## src/rtl/mplex_pkg.sv

```systemverilog
// rtl/mplex_pkg.sv - shared traffic-light encodings and dice limits for mplex_demux
package mplex_pkg;

  typedef enum logic [2:0] {
    TL_UNSYNC,
    TL_RED,
    TL_RED_AMBER,
    TL_GREEN,
    TL_AMBER
  } tl_state_t;

  localparam logic [2:0] PAT_RED   = 3'b100;
  localparam logic [2:0] PAT_RA    = 3'b110;
  localparam logic [2:0] PAT_GREEN = 3'b001;
  localparam logic [2:0] PAT_AMBER = 3'b010;

  localparam logic [2:0] DICE_MIN = 3'd1;
  localparam logic [2:0] DICE_MAX = 3'd6;

  // Illegal light patterns map to TL_UNSYNC.
  function automatic tl_state_t pat_state(input logic [2:0] pat);
    case (pat)
      PAT_RED:   return TL_RED;
      PAT_RA:    return TL_RED_AMBER;
      PAT_GREEN: return TL_GREEN;
      PAT_AMBER: return TL_AMBER;
      default:   return TL_UNSYNC;
    endcase
  endfunction

  function automatic tl_state_t next_state(input tl_state_t s);
    case (s)
      TL_RED:       return TL_RED_AMBER;
      TL_RED_AMBER: return TL_GREEN;
      TL_GREEN:     return TL_AMBER;
      TL_AMBER:     return TL_RED;
      default:      return TL_UNSYNC;
    endcase
  endfunction

endpackage

```

## src/rtl/mplex_demux_tl_checker.sv

```systemverilog
// rtl/mplex_demux_tl_checker.sv - traffic-light sequence FSM with legal-transition check
module tl_checker
  import mplex_pkg::*;
(
  input  logic       clk,
  input  logic       rst,
  input  logic       en,
  input  logic       force_unsync,
  input  logic [2:0] pat,
  output logic [2:0] lights,
  output logic       locked,
  output logic       err
);

  tl_state_t state;
  tl_state_t p_st;

  assign p_st   = pat_state(pat);
  assign locked = (state != TL_UNSYNC);

  always_ff @(posedge clk or negedge rst) begin
    if (!rst) begin
      state  <= TL_UNSYNC;
      lights <= '0;
      err    <= 1'b0;
    end else begin
      err <= 1'b0;
      if (force_unsync) begin
        state <= TL_UNSYNC;
      end else if (en) begin
        // From UNSYNC any legal pattern locks; when locked only hold or advance.
        if (p_st != TL_UNSYNC &&
            (state == TL_UNSYNC || p_st == state || p_st == next_state(state))) begin
          state  <= p_st;
          lights <= pat;
        end else begin
          state <= TL_UNSYNC;
          err   <= 1'b1;
        end
      end
    end
  end

endmodule

```

## src/rtl/mplex_demux.sv

```systemverilog
// rtl/mplex_demux.sv - splits the shared dice/traffic bus; MPLEX_DEMUX_ERRCNT_EN adds the error counter
module mplex_demux
  import mplex_pkg::*;
#(
  parameter int ERR_W = 8
) (
  input  logic             clk,
  input  logic             rst,
  input  logic             sel,
  input  logic [2:0]       result,
  output logic [2:0]       dice_val,
  output logic             dice_valid,
  output logic             red,
  output logic             amber,
  output logic             green,
  output logic             tl_locked,
  output logic             seq_err,
  output logic [ERR_W-1:0] err_count
);

  logic       sel_q, sel_qq, res_vld, dice_first, dice_err, tl_err;
  logic [2:0] res_q, lights;
  logic       accept, dice_ok;

  // res_vld keeps the reset contents of res_q from being decoded as a sample.
  assign accept  = res_vld && (sel_q == sel_qq);
  assign dice_ok = (res_q >= DICE_MIN) && (res_q <= DICE_MAX);

  always_ff @(posedge clk or negedge rst) begin
    if (!rst) begin
      sel_q      <= 1'b0;
      sel_qq     <= 1'b0;
      res_q      <= '0;
      res_vld    <= 1'b0;
      dice_val   <= '0;
      dice_valid <= 1'b0;
      dice_err   <= 1'b0;
      dice_first <= 1'b1;
    end else begin
      sel_q      <= sel;
      sel_qq     <= sel_q;
      res_q      <= result;
      res_vld    <= 1'b1;
      dice_valid <= 1'b0;
      dice_err   <= 1'b0;
      if (!sel_q && sel_qq) begin
        dice_first <= 1'b1;
      end else if (accept && !sel_q) begin
        if (dice_ok) begin
          dice_val   <= res_q;
          dice_valid <= (res_q != dice_val) || dice_first;
          dice_first <= 1'b0;
        end else begin
          dice_err <= 1'b1;
        end
      end
    end
  end

  tl_checker u_tl (
    .clk          (clk),
    .rst          (rst),
    .en           (accept && sel_q),
    .force_unsync (sel_q && !sel_qq),
    .pat          (res_q),
    .lights       (lights),
    .locked       (tl_locked),
    .err          (tl_err)
  );

  assign {red, amber, green} = lights;
  assign seq_err             = dice_err | tl_err;

`ifdef MPLEX_DEMUX_ERRCNT_EN
  always_ff @(posedge clk or negedge rst) begin
    if (!rst) begin
      err_count <= '0;
    end else if (seq_err && (err_count != '1)) begin
      err_count <= err_count + ERR_W'(1);
    end
  end
`else
  assign err_count = '0;
`endif

endmodule
```

## config.mk

```make
export PLATFORM = sky130hd
export DESIGN_NAME = mplex_demux
export DESIGN_NICKNAME = d
export VERILOG_FILES = /design/src/rtl/mplex_pkg.sv /design/src/rtl/mplex_demux_tl_checker.sv /design/src/rtl/mplex_demux.sv
export SDC_FILE = /design/constraint.sdc
export NUM_CORES = 1
export LEC_CHECK = 0
export BUFFER_PORTS_ARGS = -buffer_cell sky130_fd_sc_hd__buf_2
export CAP_MARGIN = 15
export CORE_MARGIN = 8
export CORE_UTILIZATION = 56
export DETAILED_ROUTE_END_ITERATION = 12
export GPL_TIMING_DRIVEN = 0
export PLACE_DENSITY = 0.82
export SLEW_MARGIN = 20
export SYNTH_ARGS = -nofsm -noshare
export SYNTH_HDL_FRONTEND = slang
export SYNTH_SLANG_ARGS = --single-unit
```

## constraint.sdc

```tcl
create_clock -name clk -period 5.46 [get_ports clk]
set_clock_uncertainty 0.05 [all_clocks]
set_input_delay 0 -clock clk [delete_from_list [all_inputs] [get_ports clk]]
set_output_delay 0 -clock clk [all_outputs]
set_load 0.1 [all_outputs]
```

==> results of run 1 <==
## final timing paths
kind | start | cells after the start | slack, ps | end
max in group asynchronous | rst | 2 | 4920 | dice_first$_DFFE_PN1P_
min reg2reg | sel_q$_DFF_PN0_ | 0 | 420 | sel_qq$_DFF_PN0_
max | sel_q$_DFF_PN0_ | 6 | 3520 | u_tl.lights[2]$_DFFE_PN0P_
min | rst | 2 | 120 | u_tl.lights[2]$_DFFE_PN0P_
max reg2reg | sel_q$_DFF_PN0_ | 6 | 3520 | u_tl.lights[2]$_DFFE_PN0P_
min in group clk | result[2] | 2 | 300 | res_q[2]$_DFF_PN0_
## routing by layer
| layer | share of wire | routed length [µm] | vias up | track usage |
|---|---|---|---|---|
| met1 | 0.43 | 805 | 355 | 0.142 |
| met2 | 0.47 | 873 | 31 | 0.197 |
| met3 | 0.091 | 169 | 2 | 0.0397 |
| met5 | 0 | 0 | - | 0 |
| met4 | 0.0065 | 12 | 0 | 0.0455 |
| li1 | - | - | 375 | - |
## stage by stage
stage | hold slack, ps | worst slack, ps
floorplan | -346 | 3740
global placement | -99.7 | 3590
detailed placement | -93.9 | 3540
CTS | 119 | 3530
global route | 157 | 3360
finish | 115 | 3520
## report_power, final
part,total [µW],switching (µW),internal [µW]
registers,172,13.2,159
clock network,69.1,40.8,28.4
logic,199,162,36.9
total,440,216,224
## sequential cells by signal, indices dropped and copies added (netlist names)
signal,count
u_tl.state,3
sel_qq,1
dice_first,1
sel_q,1
dice_valid,1
u_tl.lights,3
dice_val,3
res_vld,1
u_tl.err,1
res_q,3
dice_err,1
## layout by cell type (no fill, tap or decap), drive strengths merged, types with 2 or more instances in the layout
master	count
a21oi	3
inv	5
nand2	9
dfrtp	18
buf	25
xor2	4
conb	9
ha	2
nand3	2
mux2	4
nor4	2
nor3	4
nor2	7
dlygate4sd3	5
clkbuf	4
o21ai	4
nor2b	4
a22oi	2
## synthesized netlist by cell type, drive strengths merged (2+ instances only)
master	instances	area share
a22oi	2	0.015
nor2b	4	0.025
inv	5	0.019
buf	11	0.088
nor3	4	0.025
nand2	9	0.036
nor2	7	0.026
o21ai	4	0.020
nand3	2	0.010
nor4	2	0.013
ha	2	0.025
xor2	4	0.035
mux2	4	0.045
dfrtp	18	0.45
conb	2	0.0075
a21oi	3	0.015
## cell families (layout without fill, tap and decap cells)
| family | Yosys count | count (layout) | synth area share |
|---|---|---|---|
| simple gates | 33 | 33 | 0.170 |
| mux | 5 | 5 | 0.0551 |
| compound gates | 16 | 16 | 0.124 |
| buf+inv | 16 | 39 | 0.106 |
| xor+xnor | 4 | 4 | 0.0350 |
| fa+ha+maj | 2 | 2 | 0.0250 |
| flops | 19 | 19 | 0.477 |
| other cells | 2 | 9 | 0.00751 |
## worst max-delay path, cell delays in order (launching register included)
cell      delay, ps
dfrtp_1         430
inv_1            70
ha_1            290
nand3_1         210
nor2_1          270
o311ai_4        170
mux2_1          340
## timing repair
| item | in CTS | in global routing |
|---|---|---|
| hold buffers | 5 | 0 |
| resized for setup | 0 | 0 |
| endpoints found under the hold margin | 23 | 0 |
## final cells by class
class                      instances  area (µm²)
sequential                        19         477
buffer                            11        87.6
clock buffer                       4        26.3
fill                             136         504
inverter                           5        18.8
tap                               25        31.3
multi-input combinational         69         443
timing repair buffer              19         120
==> impl_results.md, run 1 <==
- Status: complete, no violations
- Clock-pin slew on the worst setup and hold paths: approximately 110 ps
- # rows: 15
- CTS buffer count: 3
- # setup viols final: 0
- Layout cells sized above 1: 0.283
- Initial antenna violation count: 0
- Crit Path Category: reg2reg
- Leak: approximately 0.00060 µW
- Critical path arrival: around 2100 ps
- Min-delay worst type: in2async
- Post-DR vias/cell: 5.02
- Final net count: between 100 and 150
- DR WL/cell: approximately 12 µm
- Layout Utilization: 0.705
- Maximum clock rate: just over 500 MHz
- Critical Path RT: ~5600 ps
- Crit start category: register
- Worst VDD drop: just under 0.0003 V
- Post-Synthesis Cell Area: roughly 1000 µm²
- Total core area: ~1700 µm²
- Tot GR Track Use: 0.120
- Area growth syn-to-layout: 20.4%
- IO buf count: 14
- Sequential fraction of the synthesis area: 0.477
- Placer's final routability congestion estimate: 0.838
- Chip width: around 58 µm
- Syn_area_per_cell: between 10 and 15 µm²
- Tot Pwr: between 400 and 500 µW
- Htree depth: 1
- Synth async-reset ratio: 1.00
- Post-synth EDFFs: 0
- Final Hold Fails: 0
- Worst skew pair latency: a little under 300 ps
- Starting density of the core: 0.585
- Worst Path Max Fanout: 7
- Post-route cell area: ~1200 µm²
- Drt drc: 0
- Setup TNS: 0 ps
- Final non-filler cell total: about 150
- Placed inst area: about 1100 µm²
- GRT overflow: 0
- Vias in the first global route: 759
- Number of antenna diodes: 0
- Placed insts: between 100 and 150
- RSZ-0062 raised after global routing: no
- Slew Viols, Final: 0
- Main synth FF type: dfrtp_1
- Post-route ant nets: 0
- Clock Sinks: 19
- Synth Register Bits: 19
- Setup crit end kind: register
- Vias: 763
- Pwr dens: about 370 nW/µm²
- Initial drt markers: 19
- Mapped Cells: a little under 100
- Die H: 58.3 µm
- Routed WL: approximately 1900 µm
- Pre-antenna DRT Iters: 4
- Fin crit period: between 1500 and 2000 ps
- Die area: 3390 µm²
- Final critical-path share of the clock period: 0.354
- CTS tree: built
- First-pass GRT wire length: between 3000 and 4000 µm
- Post-synth cell types: 37
- CTS root buffer: clkbuf_4
- Max Cap Viol: 0
- Largest net degree at the start of global routing: 20
- Yosys warnings: 0
- Post-CTS Setup Inserts: 0
- Io pins: 23
- Detailed Place HPWL: roughly 1400 µm
- Clock buffer depth: 2
(Power assumes the default switching activity.)
==> inputs of run 2 (changes only) <==
Settings changed: CORE_UTILIZATION 56 to 52, PLACE_DENSITY 0.82 to 0.77.
Clock period 5.46 ns to 1.8 ns, I/O delays scaled along.
==> run 2 against run 1 <==
Final cell count grew 2.6%. Clock-buffer cell count is the same. Power grew to 3.1 times the previous value. Clock power grew to 3.2 times the previous value. Highest routed layer unchanged. Critical endpoint is now u_tl.lights[1]$_DFFE_PN0P_. Final area grew 3.5%. Critical path type unchanged. Worst setup slack lost 3500 ps. Fmax grew 11%.
==> impl_results.md, run 2 (synthesized netlist as in run 1, its figures left out) <==
- Status: complete, no violations
- Fin crit period: 1750 ps (-184 ps)
- GRT overflow: 0 (unchanged)
- Detailed Place HPWL: 1380 µm (-1.9%)
- Die area: 3580 µm² (+5.6%)
- Drt drc: 0 (unchanged)
- Chip width: 59.8 µm (+2.7%)
- Slew Viols, Final: 0 (unchanged)
- CTS tree: built
- Critical path arrival: 1890 ps (-180 ps)
- Pwr dens: 1080 nW/µm² (+200%)
- Vias in the first global route: 720 (-5.1%)
- Leak: 0.000611 µW (+1.9%)
- Initial drt markers: 21 (+2)
- Crit Path Category: reg2reg
- Max Cap Viol: 0 (unchanged)
- Starting density of the core: 0.531 (-0.0541)
- CTS root buffer: clkbuf_4
- # rows: 16 (+1)
- Post-route cell area: 1250 µm² (+3.5%)
- Pre-antenna DRT Iters: 4 (unchanged)
- RSZ-0062 raised after global routing: yes
- Worst skew pair latency: 300 ps (about the same)
- Setup crit end kind: register
- DR WL/cell: 12.0 µm (-2.1%)
- Routed WL: 1870 µm (+0.43%)
- Final non-filler cell total: 156 (+2.6%)
- Commonest non-fill, non-tap cell in the layout: dfrtp_1
- Initial antenna violation count: 0 (unchanged)
- Post-DR vias/cell: 4.99 (-0.52%)
- Worst VDD drop: 0.00105 V (+260%)
- Setup TNS: 0 ps (unchanged)
- Crit path setup slack, layout: 48.9 ps (-3480 ps)
- Clock Sinks: 19 (unchanged)
- Leading cell types in the layout, fill and taps excluded: dfrtp_1 (17), buf_2 (15), buf_4 (10)
- Total core area: 1880 µm² (+10%)
- Die H: 59.8 µm (+2.7%)
- Maximum clock rate: 571 MHz (+11%)
- Tot GR Track Use: 0.113 (-0.00724)
- Tot Pwr: 1350 µW (+210%)
- Pre-CTS setup slack: -68.9 ps (-3610 ps)
- Placer's final routability congestion estimate: 0.863 (+3.0%)
- Crit start category: register
- Clock buffer depth: 2 (unchanged)
- Final critical-path share of the clock period: 0.973 (+0.618)
- Worst Path Max Fanout: 6 (-1)
- Placed insts: 145 (+1.4%)
- Number of antenna diodes: 0 (unchanged)
- Clock-pin slew on the worst setup and hold paths: 110 ps (about the same)
- IO buf count: 14 (unchanged)
- Final Hold Fails: 0 (unchanged)
- CTS buffer count: 3 (unchanged)
- Io pins: 23 (unchanged)
- Layout cells sized above 1: 0.326 (+0.0421)
- Area growth syn-to-layout: 24.7%
- First-pass GRT wire length: 3140 µm (-4.4%)
- Vias: 779 (+2.1%)
- Htree depth: 1 (unchanged)
- Min-delay worst type: in2async
- Post-route ant nets: 0 (unchanged)
- Critical Path RT: 1940 ps (-3650 ps)
- # setup viols final: 0 (unchanged)
- Largest net degree at the start of global routing: 20 (unchanged)
- Final net count: 138 (+1.5%)
- Placed inst area: 1130 µm² (+0.22%)
==> run 2: what timing repair did <==
action | 4_1_cts | 5_1_grt
hold endpoints to repair | 23 | 0
resized for setup | 3 | 3
setup buffers | 1 | 1
endpoints found under the setup margin | 4 | 6
hold buffers | 5 | 0
pin swaps | 1 | 0
==> run 2: final cells by class <==
type | count | area, µm²
inverters | 5 | 18.8
repair buffers | 21 | 135
fillers | 161 | 636
multi-input cells | 69 | 467
well taps | 27 | 33.8
clock buffers | 4 | 26.3
plain buffers | 11 | 87.6
flip-flops and latches | 19 | 478
==> run 2: worst paths after layout <==
check	startpoint	to	slack [ps]	cells past startpoint
worst max-delay path	u_tl.state[1]$_DFFE_PN0P_	u_tl.lights[1]$_DFFE_PN0P_	50	5
worst min-delay path	rst	u_tl.err$_DFF_PN0_	100	2
worst min register to register	u_tl.lights[1]$_DFFE_PN0P_	u_tl.lights[1]$_DFFE_PN0P_	450	1
worst max register to register	u_tl.state[1]$_DFFE_PN0P_	u_tl.lights[1]$_DFFE_PN0P_	50	5
max in group asynchronous	rst	dice_first$_DFFE_PN1P_	1270	2
min in group clk	result[2]	res_q[2]$_DFF_PN0_	280	2
==> run 2: per-stage QoR <==
stage	utilization	hold WS [ps]
2_1_floorplan	-	-346
3_3_place_gp	0.600	-103
3_5_place_dp	0.600	-96.7
4_1_cts	0.652	113
5_1_grt	0.662	152
6_report	0.662	102
==> run 2: report_power, final <==
part,leakage [µW],switching (µW),total [µW],internal [µW]
logic,0.000360,495,611,117
registers,0.000236,39.9,523,483
clock network,0.0000150,132,218,86.4
==> run 2: metal layers <==
| metal | vias to the layer above | track usage | share of wire |
|---|---|---|---|
| met5 | - | 0 | 0 |
| met2 | 26 | 0.197 | 0.49 |
| li1 | 377 | - | - |
| met4 | 0 | 0.0510 | 0.017 |
| met1 | 372 | 0.127 | 0.43 |
| met3 | 4 | 0.0258 | 0.064 |
==> run 2: worst max-delay path: stages, from the launching register on <==
cell,delay [ps]
dfrtp_1,450
and3b_1,230
o21ai_1,140
nor2_1,80
o311ai_4,330
mux2_1,350
==> inputs of run 3 (changes only) <==
Settings changed: ABC_AREA from default to 1.
==> run 3 against run 2 <==
Non-clock buffer count shrank 3. Power grew 2.8%. Clock power is essentially flat. Die area grew 2.6%. Synthesized area grew 3.5%. Routed wire length grew 11%. Clock-buffer cell count shrank 1. Core utilization grew 0.38 points. Fmax grew 3.4%. Final cell count grew 17%.
==> impl_results.md, run 3 <==
- Status: complete, no violations
- Worst Path Max Fanout: 8 (+2)
- Largest net degree at the start of global routing: 20 (unchanged)
- Post-synth top area cell: dfrtp_1
- Slew Viols, Final: 0 (unchanged)
- Clock Power Share: 0.156 (-0.006)
- Int Power: 684 µW (-0.24%)
- # rows: 16 (unchanged)
- P_sw: 706 µW (+6.0%)
- Post-route cell area: 1280 µm² (+2.7%)
- Detailed Place HPWL: 1520 µm (+10%)
- Htree depth: 1 (unchanged)
- Sequential fraction of design power: 0.379 (-0.007)
- Commonest non-fill, non-tap cell in the layout: nand2_1
- Yosys warnings: 0 (unchanged)
- Maximum clock rate: 590 MHz (+3.4%)
- Area growth syn-to-layout: 23.7%
- Pwr dens: 1090 nW/µm² (+0.11%)
- Final net count: 164 (+19%)
- Chip width: 60.6 µm (+1.3%)
- Initial drt markers: 30 (+43%)
- GRT overflow: 0 (unchanged)
- Io pins: 23 (unchanged)
- Worst skew pair latency: 300 ps (about the same)
- # setup viols final: 0 (unchanged)
- Placer's final routability congestion estimate: 0.819 (-5.1%)
- Final critical-path share of the clock period: 0.941 (-0.0317)
- Crit start category: register
- Main synth FF type: dfrtp_1
- Leading cell types in the layout, fill and taps excluded: nand2_1 (28), dfrtp_1 (17), buf_2 (14)
- Synth Register Bits: 19 (unchanged)
- Crit path cell chain: inv_1 -> nand2_2 -> nand3_1 -> nand2_1 -> nand3_1 -> nor2_1 -> nor2_1 -> nand2_4 -> nand3_2 -> nand2_1 -> nand2_1
- Mapped Cells: 124 (+28%)
- Vias in the first global route: 817 (+13%)
- Critical path depth: 11 (+6)
- Commonest cells post-synth: nand2_1 (30), dfrtp_1 (18), inv_1 (17)
- Initial antenna violation count: 0 (unchanged)
- Die H: 60.6 µm (+1.3%)
- Pre-antenna DRT Iters: 4 (unchanged)
- Worst r2r src: res_q[2]$_DFF_PN0_
- Crit Path Category: reg2reg
- Sw frac: 0.508 (+0.0151)
- Buf/Inv on CP: 1 (+1)
- Synth async-reset ratio: 1.00 (unchanged)
- DR WL/cell: 11.4 µm (-5.0%)
- Max Cap Viol: 0 (unchanged)
- Comb pwr share: 0.465 (+0.013)
- CTS tree: built
- Placed inst area: 1170 µm² (+3.3%)
- Syn_area_per_cell: 8.34 µm² (-19%)
- Worst r2r dst: u_tl.lights[2]$_DFFE_PN0P_
- CP max-delay cell: dfrtp_1
- Layout cells sized above 1: 0.290 (-0.0353)
- Vias: 902 (+16%)
- Worst hold slack: 89.8 ps (-11.9 ps)
- First-pass GRT wire length: 3220 µm (+2.4%)
- Post-synth cell types: 25 (-32%)
- Critical Path RT: 1950 ps (about the same)
- Clock-pin slew on the worst setup and hold paths: 110 ps (about the same)
- Tot GR Track Use: 0.114 (+0.00116)
- Post-route ant nets: 0 (unchanged)
- Worst path max stage delay: 470 ps (+20 ps)
- Setup crit end kind: register
- Clock buffer depth: 2 (unchanged)
- Clock Sinks: 19 (unchanged)
- Final Hold Fails: 0 (unchanged)
- Routed WL: 2070 µm (+11%)
- Layout Utilization: 0.666 (+0.00378)
- Worst VDD drop: 0.000886 V (-16%)
- Min-delay worst type: in2async
- Starting density of the core: 0.538 (+0.00716)
- Critical path arrival: 1840 ps (-50 ps)
- CTS buffer count: 3 (unchanged)
- Post-DR vias/cell: 4.96 (-0.75%)
- Total core area: 1920 µm² (+2.1%)
- Yosys top cell area share: 0.435 (-0.0153)
- Most common cell on crit path: nand2_1
- IO buf count: 14 (unchanged)
- Fin crit period: 1690 ps (-57.1 ps)
- Drt drc: 0 (unchanged)
- Sequential fraction of the synthesis area: 0.461 (-0.0161)
- Leak: 0.000696 µW (+14%)
- R2R Setup Slk: 110 ps (+60 ps)
- Number of antenna diodes: 0 (unchanged)
- Most frequent cell after synthesis: nand2_1
- CTS root buffer: clkbuf_4
- Die area: 3670 µm² (+2.6%)
- Largest delay share family, worst path: simple AND/OR/NAND/NOR gates
- Reg2Reg Depth: 11 (+6)
- Post-Synthesis Cell Area: 1030 µm² (+3.5%)
- Top post-synthesis cells by area: dfrtp_1 (44%), nand2_1 (11%), inv_1 (6.2%)
- Post-synth EDFFs: 0 (unchanged)
-- run 3: changes by cell type in the layout (fill, tap and decap cells not counted), moves of 3 or more --
cell / before / now
nor2_1: 6 / 9
nand3_1: 1 / 7
nor2b_1: 4 / 0
nand2_1: 8 / 28
inv_1: 4 / 13
mux2_1: 3 / 0
nand4_1: 0 / 7
-- run 3: stage by stage --
| stage | worst slack, ps | std cells | total power (µW) | TNS (ps) |
|---|---|---|---|---|
| 2_1_floorplan | 176 | 131 | 1070 | 0 |
| 3_3_place_gp | 104 | 172 | 1150 | 0 |
| 3_5_place_dp | 45.4 | 172 | 1160 | 0 |
| 4_1_cts | 0.692 | 181 | 1390 | 0 |
| 5_1_grt | -22.1 | 182 | 1450 | -46.7 |
| 6_report | 106 | 182 | 1390 | 0 |
-- run 3: timing repair --
item,CTS,global route
resized for setup,0,12
endpoints found under the hold margin,23,0
hold buffers,5,0
endpoints found under the setup margin,0,11
buffers inserted,0,1
-- run 3: worst max path at each step --
| stage | startpoint | endpoint | slack, ps |
|---|---|---|---|
| final | res_q[2]$_DFF_PN0_ | u_tl.lights[2]$_DFFE_PN0P_ | 110 |
| after global routing | sel_q$_DFF_PN0_ | dice_val[0]$_DFFE_PN0P_ | -20 |
| after CTS | sel_q$_DFF_PN0_ | u_tl.lights[2]$_DFFE_PN0P_ | 0.7 |
| after detailed placement | sel_q$_DFF_PN0_ | u_tl.lights[2]$_DFFE_PN0P_ | 50 |
| after global placement | sel_q$_DFF_PN0_ | dice_val[1]$_DFFE_PN0P_ | 100 |
| after floorplan | sel_q$_DFF_PN0_ | dice_val[1]$_DFFE_PN0P_ | 180 |
-- run 3: area by class of cell --
cell class              instances  area, µm²
inverters                      17       66.3
flip-flops and latches         19        478
well taps                      27       33.8
plain buffers                   9       71.3
multi-input cells              86        475
fillers                       157        642
clock buffers                   3       22.5
clock inverters                 1       5.00
repair buffers                 20        128
-- run 3: cells by family after synthesis --
family,synth area share
xor gates and xnor gates,0.0339
and+or+nand+nor,0.281
other,0.00726
adders and majority gates,0.0242
DFF,0.461
buffers and inverters,0.131
AOI/OAI and AO/OA,0.0629
-- run 3: power by group through the flow --
stage,Sequential (µW),Clock (µW),Combinational (µW)
floorplan,815,0,251
global placement,529,0,620
detailed placement,535,0,628
CTS,526,225,639
global route,536,233,681
finish,527,217,646
-- run 3: routing by layer --
layer / global-route usage / vias to the layer above / share of wire
met1: 0.123 / 418 / 0.41
li1: - / 440 / -
met2: 0.204 / 37 / 0.48
met3: 0.0212 / 7 / 0.082
met5: 0 / - / 0
met4: 0.0664 / 0 / 0.028
-- run 3: worst register-to-register path: stages (launching register included) --
cell and delay, ps:
dfrtp_1 470, inv_1 120, nand2_2 90, nand3_1 130
nand2_1 120, nand3_1 100, nor2_1 100, nor2_1 70
nand2_4 100, nand3_2 90, nand2_1 90, nand2_1 60
